$ cat config.mk
export PLATFORM = sky130hd
export DESIGN_NAME = pixel_write_arbiter
export DESIGN_NICKNAME = d
export VERILOG_FILES = /design/src/rtl/pixel_arb_pkg.sv /design/src/rtl/pixel_write_arbiter_rr.sv /design/src/rtl/pixel_write_arbiter.sv
export SDC_FILE = /design/constraint.sdc
export NUM_CORES = 1
export LEC_CHECK = 0
export CORE_ASPECT_RATIO = 0.8
export CORE_MARGIN = 1.5
export CORE_UTILIZATION = 42
export DETAILED_ROUTE_END_ITERATION = 6
export HOLD_SLACK_MARGIN = 0.02
export PLACE_DENSITY = 0.77
export SYNTH_ARGS = -nofsm -noshare
export SYNTH_HDL_FRONTEND = slang
export SYNTH_HIERARCHICAL = 1
export SYNTH_SLANG_ARGS = --single-unit
$ cat constraint.sdc
create_clock -name clk -period 1.8 [get_ports clk]
set_input_delay 0.36 -clock clk [delete_from_list [all_inputs] [get_ports clk]]
set_output_delay 0.36 -clock clk [all_outputs]
set_load 0.1 [all_outputs]
$ cat src/rtl/pixel_arb_pkg.sv
// rtl/pixel_arb_pkg.sv - shared types and widths for the pixel write arbiter
package pixel_arb_pkg;

  typedef enum logic [1:0] {
    S_IDLE  = 2'd0,
    S_GRANT = 2'd1,
    S_CLEAR = 2'd2
  } state_t;

  localparam int SCREEN_W_DEF = 160;
  localparam int SCREEN_H_DEF = 120;
  localparam int X_W = 8;
  localparam int Y_W = 7;
  localparam int C_W = 3;

  // Index/counter width that never collapses to zero bits.
  function automatic int idx_w(input int n);
    return (n > 1) ? $clog2(n) : 1;
  endfunction

endpackage

$ cat src/rtl/pixel_write_arbiter_rr.sv
// rtl/pixel_write_arbiter_rr.sv - combinational round-robin pick starting at ptr
module rr_arbiter
  import pixel_arb_pkg::*;
#(
  parameter int N  = 4,
  parameter int PW = idx_w(N)
) (
  input  logic [N-1:0]  req,
  input  logic [PW-1:0] ptr,
  output logic [N-1:0]  gnt,
  output logic [PW-1:0] gnt_idx,
  output logic          valid
);

  // First pass covers indices at or after ptr, second pass wraps to the low end.
  always_comb begin
    gnt     = '0;
    gnt_idx = '0;
    valid   = 1'b0;
    for (int i = 0; i < N; i++) begin
      if (!valid && req[i] && (PW'(i) >= ptr)) begin
        valid   = 1'b1;
        gnt[i]  = 1'b1;
        gnt_idx = PW'(i);
      end
    end
    for (int i = 0; i < N; i++) begin
      if (!valid && req[i]) begin
        valid   = 1'b1;
        gnt[i]  = 1'b1;
        gnt_idx = PW'(i);
      end
    end
  end

endmodule

$ cat src/rtl/pixel_write_arbiter.sv
// rtl/pixel_write_arbiter.sv - grants sprite clients the VGA plot port and runs clear sweeps
module pixel_write_arbiter
  import pixel_arb_pkg::*;
#(
  parameter int N_CLIENTS = 4,
  parameter int SCREEN_W  = SCREEN_W_DEF,
  parameter int SCREEN_H  = SCREEN_H_DEF,
  parameter int MAX_BURST = 64
) (
  input  logic                     clk,
  input  logic                     resetn,
  input  logic [N_CLIENTS-1:0]     req,
  input  logic [N_CLIENTS-1:0]     done,
  input  logic [X_W*N_CLIENTS-1:0] x_in,
  input  logic [Y_W*N_CLIENTS-1:0] y_in,
  input  logic [C_W*N_CLIENTS-1:0] color_in,
  input  logic [N_CLIENTS-1:0]     we_in,
  input  logic                     clear_req,
  output logic [N_CLIENTS-1:0]     busy,
  output logic [N_CLIENTS-1:0]     grant,
  output logic                     clear_done,
  output logic [X_W-1:0]           vga_x,
  output logic [Y_W-1:0]           vga_y,
  output logic [C_W-1:0]           vga_color,
  output logic                     vga_plot
);

  localparam int PW    = idx_w(N_CLIENTS);
  localparam int XC_W  = idx_w(SCREEN_W);
  localparam int YC_W  = idx_w(SCREEN_H);
  localparam int WD_W  = $clog2(MAX_BURST) + 1;
  localparam int XL_W  = X_W + 1;
  localparam int YL_W  = Y_W + 1;

  localparam logic [XC_W-1:0] X_LAST   = XC_W'(SCREEN_W - 1);
  localparam logic [YC_W-1:0] Y_LAST   = YC_W'(SCREEN_H - 1);
  localparam logic [XL_W-1:0] X_LIM    = XL_W'(SCREEN_W);
  localparam logic [YL_W-1:0] Y_LIM    = YL_W'(SCREEN_H);
  localparam logic [WD_W-1:0] WD_LAST  = WD_W'(MAX_BURST - 1);
  localparam logic [PW-1:0]   IDX_LAST = PW'(N_CLIENTS - 1);

  state_t               state, state_next;
  logic [N_CLIENTS-1:0] grant_q;
  logic [PW-1:0]        owner_q;
  logic [PW-1:0]        rr_ptr;
  logic [WD_W-1:0]      wd;
  logic [XC_W-1:0]      sx;
  logic [YC_W-1:0]      sy;
  logic                 clear_pend;
  logic                 last_q;

  logic [N_CLIENTS-1:0] arb_gnt;
  logic [PW-1:0]        arb_idx;
  logic                 arb_valid;

  logic                 own_req, own_done, own_we;
  logic [X_W-1:0]       own_x;
  logic [Y_W-1:0]       own_y;
  logic [C_W-1:0]       own_c;
  logic                 own_in_range;
  logic                 release_now;
  logic                 sweep_last;
  logic                 clear_go;

  rr_arbiter #(.N(N_CLIENTS), .PW(PW)) u_rr (
    .req     (req),
    .ptr     (rr_ptr),
    .gnt     (arb_gnt),
    .gnt_idx (arb_idx),
    .valid   (arb_valid)
  );

  always_comb begin
    own_req  = 1'b0;
    own_done = 1'b0;
    own_we   = 1'b0;
    own_x    = '0;
    own_y    = '0;
    own_c    = '0;
    for (int i = 0; i < N_CLIENTS; i++) begin
      if (owner_q == PW'(i)) begin
        own_req  = req[i];
        own_done = done[i];
        own_we   = we_in[i];
        own_x    = x_in[X_W*i +: X_W];
        own_y    = y_in[Y_W*i +: Y_W];
        own_c    = color_in[C_W*i +: C_W];
      end
    end
  end

  // Out-of-range pixels are dropped outright rather than clipped to the edge.
  assign own_in_range = ({1'b0, own_x} < X_LIM) && ({1'b0, own_y} < Y_LIM);
  assign sweep_last   = (sx == X_LAST) && (sy == Y_LAST);
  assign clear_go     = clear_req || clear_pend;

  always_comb begin
    state_next  = state;
    release_now = 1'b0;
    case (state)
      S_IDLE: begin
        if (clear_go) begin
          state_next = S_CLEAR;
        end else if (arb_valid) begin
          state_next = S_GRANT;
        end
      end
      S_GRANT: begin
        release_now = own_done || !own_req || (wd == WD_LAST);
        if (release_now) begin
          state_next = S_IDLE;
        end
      end
      S_CLEAR: begin
        if (sweep_last) begin
          state_next = S_IDLE;
        end
      end
      default: state_next = S_IDLE;
    endcase
  end

  always_ff @(posedge clk) begin
    if (!resetn) begin
      state      <= S_IDLE;
      grant_q    <= '0;
      owner_q    <= '0;
      rr_ptr     <= '0;
      wd         <= '0;
      sx         <= '0;
      sy         <= '0;
      clear_pend <= 1'b0;
      last_q     <= 1'b0;
      clear_done <= 1'b0;
      vga_x      <= '0;
      vga_y      <= '0;
      vga_color  <= '0;
      vga_plot   <= 1'b0;
    end else begin
      state      <= state_next;
      vga_plot   <= 1'b0;
      last_q     <= 1'b0;
      clear_done <= last_q;
      case (state)
        S_IDLE: begin
          wd <= '0;
          if (clear_go) begin
            clear_pend <= 1'b0;
            sx         <= '0;
            sy         <= '0;
          end else if (arb_valid) begin
            grant_q <= arb_gnt;
            owner_q <= arb_idx;
          end
        end
        S_GRANT: begin
          vga_x     <= own_x;
          vga_y     <= own_y;
          vga_color <= own_c;
          vga_plot  <= own_we && own_in_range;
          if (clear_req) begin
            clear_pend <= 1'b1;
          end
          if (release_now) begin
            grant_q <= '0;
            wd      <= '0;
            rr_ptr  <= (owner_q == IDX_LAST) ? '0 : owner_q + 1'b1;
          end else begin
            wd <= wd + 1'b1;
          end
        end
        S_CLEAR: begin
          vga_x     <= X_W'(sx);
          vga_y     <= Y_W'(sy);
          vga_color <= '0;
          vga_plot  <= 1'b1;
          if (sx == X_LAST) begin
            sx <= '0;
            if (sy == Y_LAST) begin
              sy     <= '0;
              last_q <= 1'b1;
            end else begin
              sy <= sy + 1'b1;
            end
          end else begin
            sx <= sx + 1'b1;
          end
        end
        default: ;
      endcase
    end
  end

  assign grant = grant_q;
  assign busy  = ~grant_q;

endmodule

# Yosys cells after proc, flatten, opt, wreduce, memory -nomap -nowiden
# Index checks and enable logic that the tools add are counted.
# W data, S select, Z words.
[op_classes]
add_sub_neg = 4
n_lt_le_gt_ge = 6
eq_ne = 17
muxes = 74
bitwise = 2
reduce_logical = 38
[ops]
columns = ["operator", "count"]
rows = [
  ["$mux W7", 8],
  ["$mux W8", 6],
  ["$pmux W7 S2", 3],
  ["$mux W1", 32],
  ["$pmux W8 S2", 2],
  ["$mux W2", 11],
  ["$ne A2 B2 Y1 const B", 8],
  ["$reduce_and A3 Y1", 5],
  ["$add A7 B1 Y7 const B", 2],
  ["$logic_and A1 B1 Y1", 14],
  ["$mux W3", 4],
  ["$mux W4", 3],
  ["$add A8 B1 Y8 const B", 1],
  ["$eq A8 B8 Y1 const B", 1],
  ["$logic_not A1 Y1", 8],
  ["$lt A8 B8 Y1 const B", 1],
  ["$pmux W4 S2", 1],
  ["$eq A7 B6 Y1 const B", 1],
  ["$eq A7 B7 Y1 const B", 1],
  ["$lt A7 B7 Y1 const B", 1],
  ["$eq A2 B2 Y1 const B", 3],
  ["$pmux W2 S3", 1],
  ["$pmux W3 S2", 1],
  ["$reduce_bool A2 Y1", 3],
  ["other kinds (12)", 20],
]
[totals]
regBits = 54
input_bits = 87
out_inout_bits = 28

# Longest topological paths before layout
# Gate-level depths: netlist (run 1).
[depth]
ltp_word = 30
ltp_mapped = 9

# Cells and area by module
# Netlist (run 1), hierarchy kept.
[by_module_without_submodules]
columns = ["module", "n_inst", "cells_each", "area_per_inst_um2", "seq_area_each_um2"]
rows = [
  ["pixel_write_arbiter", 1, 425, 3240.6, 1081.0],
  ["rr_arbiter", 1, 33, 222.7, 0.0],
]

# Worst setup path after synthesis (run 1)
# No wires, ideal clock.
[synth_path]
path_type = "reg-to-output"
startpoint = "register grant_q[0], in the netlist grant[0]"
endpoint = "output busy[0]"
arrival_time_ns = 1.632
t_required_ns = 1.440
path_slack_ns = -0.192
path_stages_with_launch = 2
cell_sequence = "dfxtp_1 > inv_1"
[synth_between]
elab_chain_len = 1
[synth_lines]
columns = ["item", "line", "rtl"]
rows = [
  ["from (decl)", "pixel_write_arbiter.sv:43", "logic [N_CLIENTS-1:0] grant_q;"],
  ["from (signal assigned)", "pixel_write_arbiter.sv:152", "grant_q <= arb_gnt;"],
  ["$not A4 Y4", "pixel_write_arbiter.sv:195", "assign busy = ~grant_q;"],
  ["to (decl)", "pixel_write_arbiter.sv:19", "output logic [N_CLIENTS-1:0] busy,"],
]
# No other way between the ends.

# Worst setup path in the final report (run 1)
[layout_path]
startpoint = "register owner_q[1]"
endpoint = "register state[0]"
[layout_between]
elab_chain_len = 10
elab_cells_between_ends = 17
classes_between = "eq/ne: 4; mux: 8; reduce/logical: 5"
[layout_lines]
columns = ["item", "line", "rtl"]
rows = [
  ["from (decl)", "pixel_write_arbiter.sv:44", "logic [PW-1:0] owner_q;"],
  ["from (signal assigned)", "pixel_write_arbiter.sv:153", "owner_q <= arb_idx;"],
  ["$logic_not A2 Y1", "pixel_write_arbiter.sv:81", "if (owner_q == PW'(i)) begin"],
  ["$mux W1 (4 in series)", "pixel_write_arbiter.sv:81", ""],
  ["$logic_not A1 Y1", "pixel_write_arbiter.sv:109", "release_now = own_done || !own_req || (wd == WD_LAST);"],
  ["$logic_or A1 B1 Y1 * (2 in series)", "pixel_write_arbiter.sv:109", ""],
  ["$ne A2 B2 Y1 (no source line) *", "--", ""],
  ["$reduce_and A3 Y1 (no source line) *", "--", ""],
  ["to (signal assigned)", "pixel_write_arbiter.sv:140", "state <= state_next;"],
  ["to (decl)", "pixel_write_arbiter.sv:42", "state_t state, state_next;"],
]
# Every way passes the cells marked *; elsewhere a longest branch is shown, timed or not.
# A chain may end at the register's enable or synchronous reset.

==> results of run 1 <==
==> stage by stage <==
stage               power [mW]  TNS (ns)  std cells  hold WS [ns]
floorplan                3.116  -0.03383        458        0.4119
global placement         4.252    -5.788        723        0.4139
detailed placement       4.313    -7.880        723        0.4522
CTS                      5.347   -0.2529        732        0.4749
global route             5.757    -2.205        736        0.4987
finish                   5.525   -0.7017        736        0.4647
==> cell usage after synthesis, drive strengths merged (5+ instances only) <==
| cell type | instances |
|---|---|
| xnor2 | 5 |
| dfxtp | 54 |
| nor2b | 5 |
| nor2 | 53 |
| nor3 | 7 |
| nand3 | 13 |
| nand2 | 56 |
| inv | 20 |
| mux2i | 13 |
| o22ai | 9 |
| xor2 | 6 |
| a211oi | 6 |
| and3 | 7 |
| nand3b | 17 |
| clkbuf | 20 |
| o21ai | 28 |
| a22oi | 8 |
| buf | 9 |
| and3b | 6 |
| ha | 10 |
| a21oi | 41 |
| a31oi | 8 |
==> flip-flops by register name, summed over array words and instances (netlist names) <==
name and count:
wd 7, vga_y 7, clear_pend 1, vga_x 8, owner_q 2, clear_done 1
sy 7, vga_plot 1, last_q 1, rr_ptr 2, state 2, grant 4
vga_color 3, sx 8
==> worst paths after layout <==
check	endpoint	depth (start not counted)	start	slack, ns
worst max-delay path	state[0]$_SDFFE_PN0P_	7	owner_q[1]$_SDFFE_PN0P_	-0.13
worst min-delay path	clear_done$_SDFF_PN0_	1	last_q$_SDFF_PN0_	0.46
worst max register to register	state[0]$_SDFFE_PN0P_	7	owner_q[1]$_SDFFE_PN0P_	-0.13
worst min register to register	clear_done$_SDFF_PN0_	1	last_q$_SDFF_PN0_	0.46
==> critical path: stages, from the launching register on <==
cell	delay, ns
dfxtp_4	0.40
buf_4	0.13
ha_4	0.18
nand2b_4	0.10
o221a_4	0.30
nor3b_4	0.17
or4_4	0.49
o31ai_2	0.08
==> final cells by class <==
cell class,instances,area (um^2),area share
clock buffers,5,68.82,0.01142
clock inverters,3,68.82,0.01142
inverters,20,96.34,0.01599
multi-input cells,355,2491,0.4134
flip-flops and latches,54,1095,0.1817
well taps,108,135.1,0.02243
repair buffers,191,2071,0.3436
==> cell families (layout without fill, tap and decap cells) <==
family / after synthesis / count (layout)
compound gates: 132 / 132
xor+xnor: 11 / 11
fa+ha+maj: 10 / 10
buf+inv: 49 / 219
flops: 54 / 54
mux: 13 / 13
simple gates: 189 / 189
==> per-layer routing <==
| layer | up-vias | GRT usage | wire, um |
|---|---|---|---|
| li1 | 1978 | - | - |
| met1 | 1999 | 0.3354 | 5360 |
| met2 | 239 | 0.4791 | 6350 |
| met3 | 40 | 0.06599 | 1091 |
| met4 | 0 | 0.09596 | 385 |
| met5 | - | 0 | 0 |
==> power by group <==
part / leakage [nW] / internal (mW) / switching (mW)
combinational: 1.83 / 1.29 / 1.76
clock: 0.0683 / 0.557 / 0.421
sequential: 0.443 / 1.34 / 0.164
==> timing repair <==
action                     CTS  global route
setup endpoints to repair   36            47
gates cloned                 0             1
hold endpoints to repair     0             0
setup buffers                1             4
resized for setup           36            57
pin swaps                    7            33
hold buffers                 0             0
==> reports/results.txt, run 1 <==
Status = finished, violations left
Failing checks = setup timing
Worst min-delay path category = reg2reg
Post-synthesis xor/xnor area fraction = 0.02782
# rows = 29
Mapped Avg Cell Area = 7.562 um^2
Syn. warnings = 6
Largest family of logic cells by synthesized area = simple AND/OR/NAND/NOR gates
Initial antenna violation count = 0
Die area = 8803 um^2
Vias in the first global route = 4150
Die H = 84.22 um
Post-route ant nets = 0
Post-synth ARST share = 0
Area after DPL = 5505 um^2
Worst path arrival time = 2.16 ns
Tmin final = 1.933 ns
Simple-Gate Fraction of Synth Area = 0.2731
Synth Area in Compound Gates = 0.2518
Critical path data required time = 2.03 ns
Yosys reg bits = 54
PortBufs = 114
Period Utilization, post-route = 1.074
Final worst setup slack = -0.1332 ns
Synth Area in Adders = 0.03613
Post-synth EDFFs = 0
Final instance area = 6026 um^2
Core box area = 7946 um^2
Crit path kind = reg2reg
Area Overhead vs Synth = 73.99%
Mapped cell area = 3463 um^2
CTS tree = yes
Max Slew Vio Count = 0
Gpl congestion = 0.8621
RSZ-0062 raised after global routing = true
Commonest non-fill, non-tap cells in the layout = clkdlybuf4s50_1, buf_4, nor2_1, nand2_1, dfxtp_1
Num CTS Buffers = 5
Gr ovfl total = 0
Fill cells = 501
DP HPWL = 9.346 mm
Fmax = 0.5173 GHz
Top-area cell type share of the netlist area = 0.3121
Final Hold Fails = 0
Final setup viols = 16
Actual slew at the worst max-slew pin = 0.4938 ns
Bufs on Longest Clock Path = 2
Die W = 104.5 um
Clock slew seen by the registers of the worst setup and hold paths = 0.11 ns
N_diodes = 0
Drt wl/cell = 17.92 um
Placement Setup Slack = -0.3267 ns
Most common cell after layout, fill and taps aside = clkdlybuf4s50_1
Final WL = 13.19 mm
Clk_skew = 0.01183 ns
Largest net degree at the start of global routing = 22
I/O Pins = 115
First-pass GRT wire length = 19.77 mm
Clk sinks = 54
Top_reg_cell synth = dfxtp_1
Iteration count of the initial detailed-routing pass = 5
Max cap viols = 0
Power Density = 917.0 nW/um^2
Cell taking the most area after synthesis = dfxtp_1
CTS root buffer = clkbuf_8
H-tree Lvls = 2
Via/cell ratio = 5.783
Startpoint Class = flip-flop
Leakage = 2.340 nW
Initial core utilization = 0.4358
DR vias = 4256
Multiplexer share of the synthesized area = 0.03757
Crit path max fanout = 5
Post-synth cell types = 58
Sequential element share of the synthesized area = 0.3121
Layout cells sized above 1 = 0.2946
Drt drc = 0
GRT Resource Usage Total = 0.2762
DRT iter0 DRCs = 388
Syn_nets = 555
Synth Instances = 458
Clk_lat worst skew = 0.32 ns
Util after Layout = 0.7583
VDD IR max = 0.5791 mV
Final net count = 724
Critical path capture point type = flip-flop
Slew HR = 0.6703
Area contributors post-synth = dfxtp_1, nand2_1, a21oi_1
No activity file was read; power rests on OpenSTA's default activity.
==> run 2, diff against run 1 <==
- CORE_MARGIN: 1.5 -> 4
==> reports/results.txt, run 2 (synthesis results as in run 1) <==
Status = finished, violations left (unchanged)
Failing checks = setup timing (unchanged)
Most common cell after layout, fill and taps aside = clkdlybuf4s50_1 (unchanged)
Max cap viols = 0 (unchanged)
Metal-1 WL = 5.405 mm (was 5.360 mm)
PortBufs = 114 (unchanged)
Clk_lat worst skew = 0.31 ns (was 0.32 ns)
Via/cell ratio = 5.798 (was 5.783)
Vias in the first global route = 4154 (was 4150)
Final instance area = 5937 um^2 (was 6026 um^2)
Power Density = 901.4 nW/um^2 (was 917.0 nW/um^2)
CP max stage delay = 0.35 ns (was 0.49 ns)
Met3 routed WL = 1.124 mm (was 1.091 mm)
Clk_skew = 0.01127 ns (was 0.01183 ns)
Crit path cell chain = inv_2 > ha_4 > buf_4 > nand3b_1 > o311a_4 > o31ai_4 > buf_6 > mux2i_1 > nor2_1 (was buf_4 > ha_4 > nand2b_4 > o221a_4 > nor3b_4 > or4_4 > o31ai_2)
Gpl congestion = 0.9090 (was 0.8621)
Worst Reg-to-Reg Cells = 9 (was 7)
Area of the multi-input gates = 2426 um^2 (was 2491 um^2)
First-pass GRT wire length = 19.31 mm (was 19.77 mm)
Cts hold-fix bufs = 0 (unchanged)
Gr ovfl total = 0 (unchanged)
Startpoint Class = flip-flop (unchanged)
Crit path max fanout = 5 (unchanged)
# rows = 29 (unchanged)
Initial core utilization = 0.4339 (was 0.4358)
Top Family by Delay on Critical Path = compound AO/OA/AOI/OAI gates (was simple AND/OR/NAND/NOR gates)
Worst setup path endpoint = rr_ptr[1]$_SDFFE_PN0P_ (was state[0]$_SDFFE_PN0P_)
Tmin final = 2.082 ns (was 1.933 ns)
FF-to-FF End = rr_ptr[1]$_SDFFE_PN0P_ (was state[0]$_SDFFE_PN0P_)
Period Utilization, post-route = 1.157 (was 1.074)
Worst path arrival time = 2.27 ns (was 2.16 ns)
Crit path kind = reg2reg (unchanged)
Critical path capture point type = flip-flop (unchanged)
Post-route ant nets = 0 (unchanged)
Final worst setup slack = -0.2824 ns (was -0.1332 ns)
CTS root buffer = clkbuf_8 (unchanged)
Initial antenna violation count = 0 (unchanged)
CP Buf/Inv Count = 3 (was 1)
Area after DPL = 5513 um^2 (was 5505 um^2)
I/O Pins = 115 (unchanged)
Clk sinks = 54 (unchanged)
Fmax = 0.4802 GHz (was 0.5173 GHz)
Iteration count of the initial detailed-routing pass = 5 (unchanged)
Final Hold Fails = 0 (unchanged)
Layout cells sized above 1 = 0.2846 (was 0.2946)
DRT iter0 DRCs = 371 (was 388)
Fill cells = 545 (was 501)
Setup crit start = owner_q[1]$_SDFFE_PN0P_ (unchanged)
Worst reg-to-reg setup slack = -0.28 ns (was -0.13 ns)
N_diodes = 0 (unchanged)
GRT Resource Usage Total = 0.2494 (was 0.2762)
Final setup viols = 19 (was 16)
Critical path's slowest cell = dfxtp_2 (was or4_4)
Leakage = 2.305 nW (was 2.340 nW)
DR vias = 4273 (was 4256)
Final net count = 726 (was 724)
Slew HR = 0.7280 (was 0.6703)
Worst reg2reg path startpoint = owner_q[1]$_SDFFE_PN0P_ (unchanged)
Util after Layout = 0.7437 (was 0.7583)
Clock slew seen by the registers of the worst setup and hold paths = 0.09 ns (was 0.11 ns)
Biggest regs = sx (8), vga_x (8) (unchanged)
Bufs on Longest Clock Path = 2 (unchanged)
Core box area = 7983 um^2 (was 7946 um^2)
Num CTS Buffers = 5 (unchanged)
DR top layer = met4 (unchanged)
Worst min-delay path category = reg2reg (unchanged)
CTS tree = yes (unchanged)
FF/Latch Area = 1096 um^2 (was 1095 um^2)
Commonest non-fill, non-tap cells in the layout = clkdlybuf4s50_1, buf_4, nand2_1 (was clkdlybuf4s50_1, buf_4, nor2_1, nand2_1, dfxtp_1)
Final WL = 13.29 mm (was 13.19 mm)
H-tree Lvls = 2 (unchanged)
Die W = 109.5 um (was 104.5 um)
Drt wl/cell = 18.03 um (was 17.92 um)
DP HPWL = 9.558 mm (was 9.346 mm)
Largest net degree at the start of global routing = 28 (was 22)
Die area = 9772 um^2 (was 8803 um^2)
Drt drc = 0 (unchanged)
VDD IR max = 0.6459 mV (was 0.5791 mV)
Actual slew at the worst max-slew pin = 0.4075 ns (was 0.4938 ns)
Met2 WL = 6.342 mm (was 6.350 mm)
Area Overhead vs Synth = 71.42% (was 73.99%)
Max Slew Vio Count = 0 (unchanged)
RSZ-0062 raised after global routing = true (unchanged)
Crit path depth = 9 (was 7)
Critical path data required time = 1.99 ns (was 2.03 ns)
Die H = 89.22 um (was 84.22 um)
## run 2: cell count changes in the layout (fill, tap and decap cells not counted), sizes merged
cell and delta:
clkinv -1, clkinvlp -1, clkbuf +1, inv +1
bufinv -1, buf +2
## run 2: report_power, final
part / leakage [nW] / internal (mW) / total, mW / switching, mW
combinational: 1.80 / 1.27 / 3.02 / 1.75
sequential: 0.444 / 1.34 / 1.50 / 0.159
clock: 0.0573 / 0.446 / 0.836 / 0.391
total: 2.30 / 3.05 / 5.35 / 2.30
## run 2: layout make-up
type / count / area share
clock inverters: 1 / 0.005058
inverters: 20 / 0.01517
well taps: 108 / 0.02276
multi-input cells: 355 / 0.4086
clock buffers: 6 / 0.01391
repair buffers: 193 / 0.3498
flip-flops and latches: 54 / 0.1846
## run 2: per-layer routing
metal  vias up  global-route usage
li1       1984                   -
met5         -                   0
met3        46             0.05993
met2       245              0.4332
met1      1998              0.3024
met4         0             0.08947
## run 2: worst min path at each step
stage | startpoint | end | slack (ns) | cells after the start
after floorplan | last_q$_SDFF_PN0_ | clear_done$_SDFF_PN0_ | 0.41 | 1
after global placement | last_q$_SDFF_PN0_ | clear_done$_SDFF_PN0_ | 0.42 | 1
after detailed placement | last_q$_SDFF_PN0_ | clear_done$_SDFF_PN0_ | 0.42 | 1
after CTS | last_q$_SDFF_PN0_ | clear_done$_SDFF_PN0_ | 0.44 | 1
after global routing | last_q$_SDFF_PN0_ | clear_done$_SDFF_PN0_ | 0.47 | 1
final | last_q$_SDFF_PN0_ | clear_done$_SDFF_PN0_ | 0.44 | 1
## run 2: timing repair
action                                  4_1_cts  5_1_grt
resized for setup                            23       44
endpoints found under the setup margin       26       43
pin swaps                                     7        9
buffers inserted                              1        5
## run 2: worst register-to-register path, delay by kind of cell (launching register included)
family / cells / cell delay [ns]
AOI/OAI and AO/OA: 2 / 0.53
buffers and inverters: 3 / 0.36
DFF: 1 / 0.35
and+or+nand+nor: 2 / 0.30
muxes: 1 / 0.26
adders and majority gates: 1 / 0.17
## run 2: through the flow
| step | power (mW) | setup TNS (ns) | hold WS [ns] | cells | worst slack, ns |
|---|---|---|---|---|---|
| after floorplan | 3.116 | -0.03383 | 0.4119 | 458 | -0.01731 |
| after global placement | 4.232 | -4.834 | 0.4154 | 724 | -0.2412 |
| after detailed placement | 4.288 | -6.559 | 0.4226 | 724 | -0.2889 |
| after CTS | 5.158 | -0.2493 | 0.4429 | 732 | -0.04994 |
| after global routing | 5.595 | -2.838 | 0.4657 | 737 | -0.3039 |
| final | 5.352 | -1.631 | 0.4392 | 737 | -0.2824 |
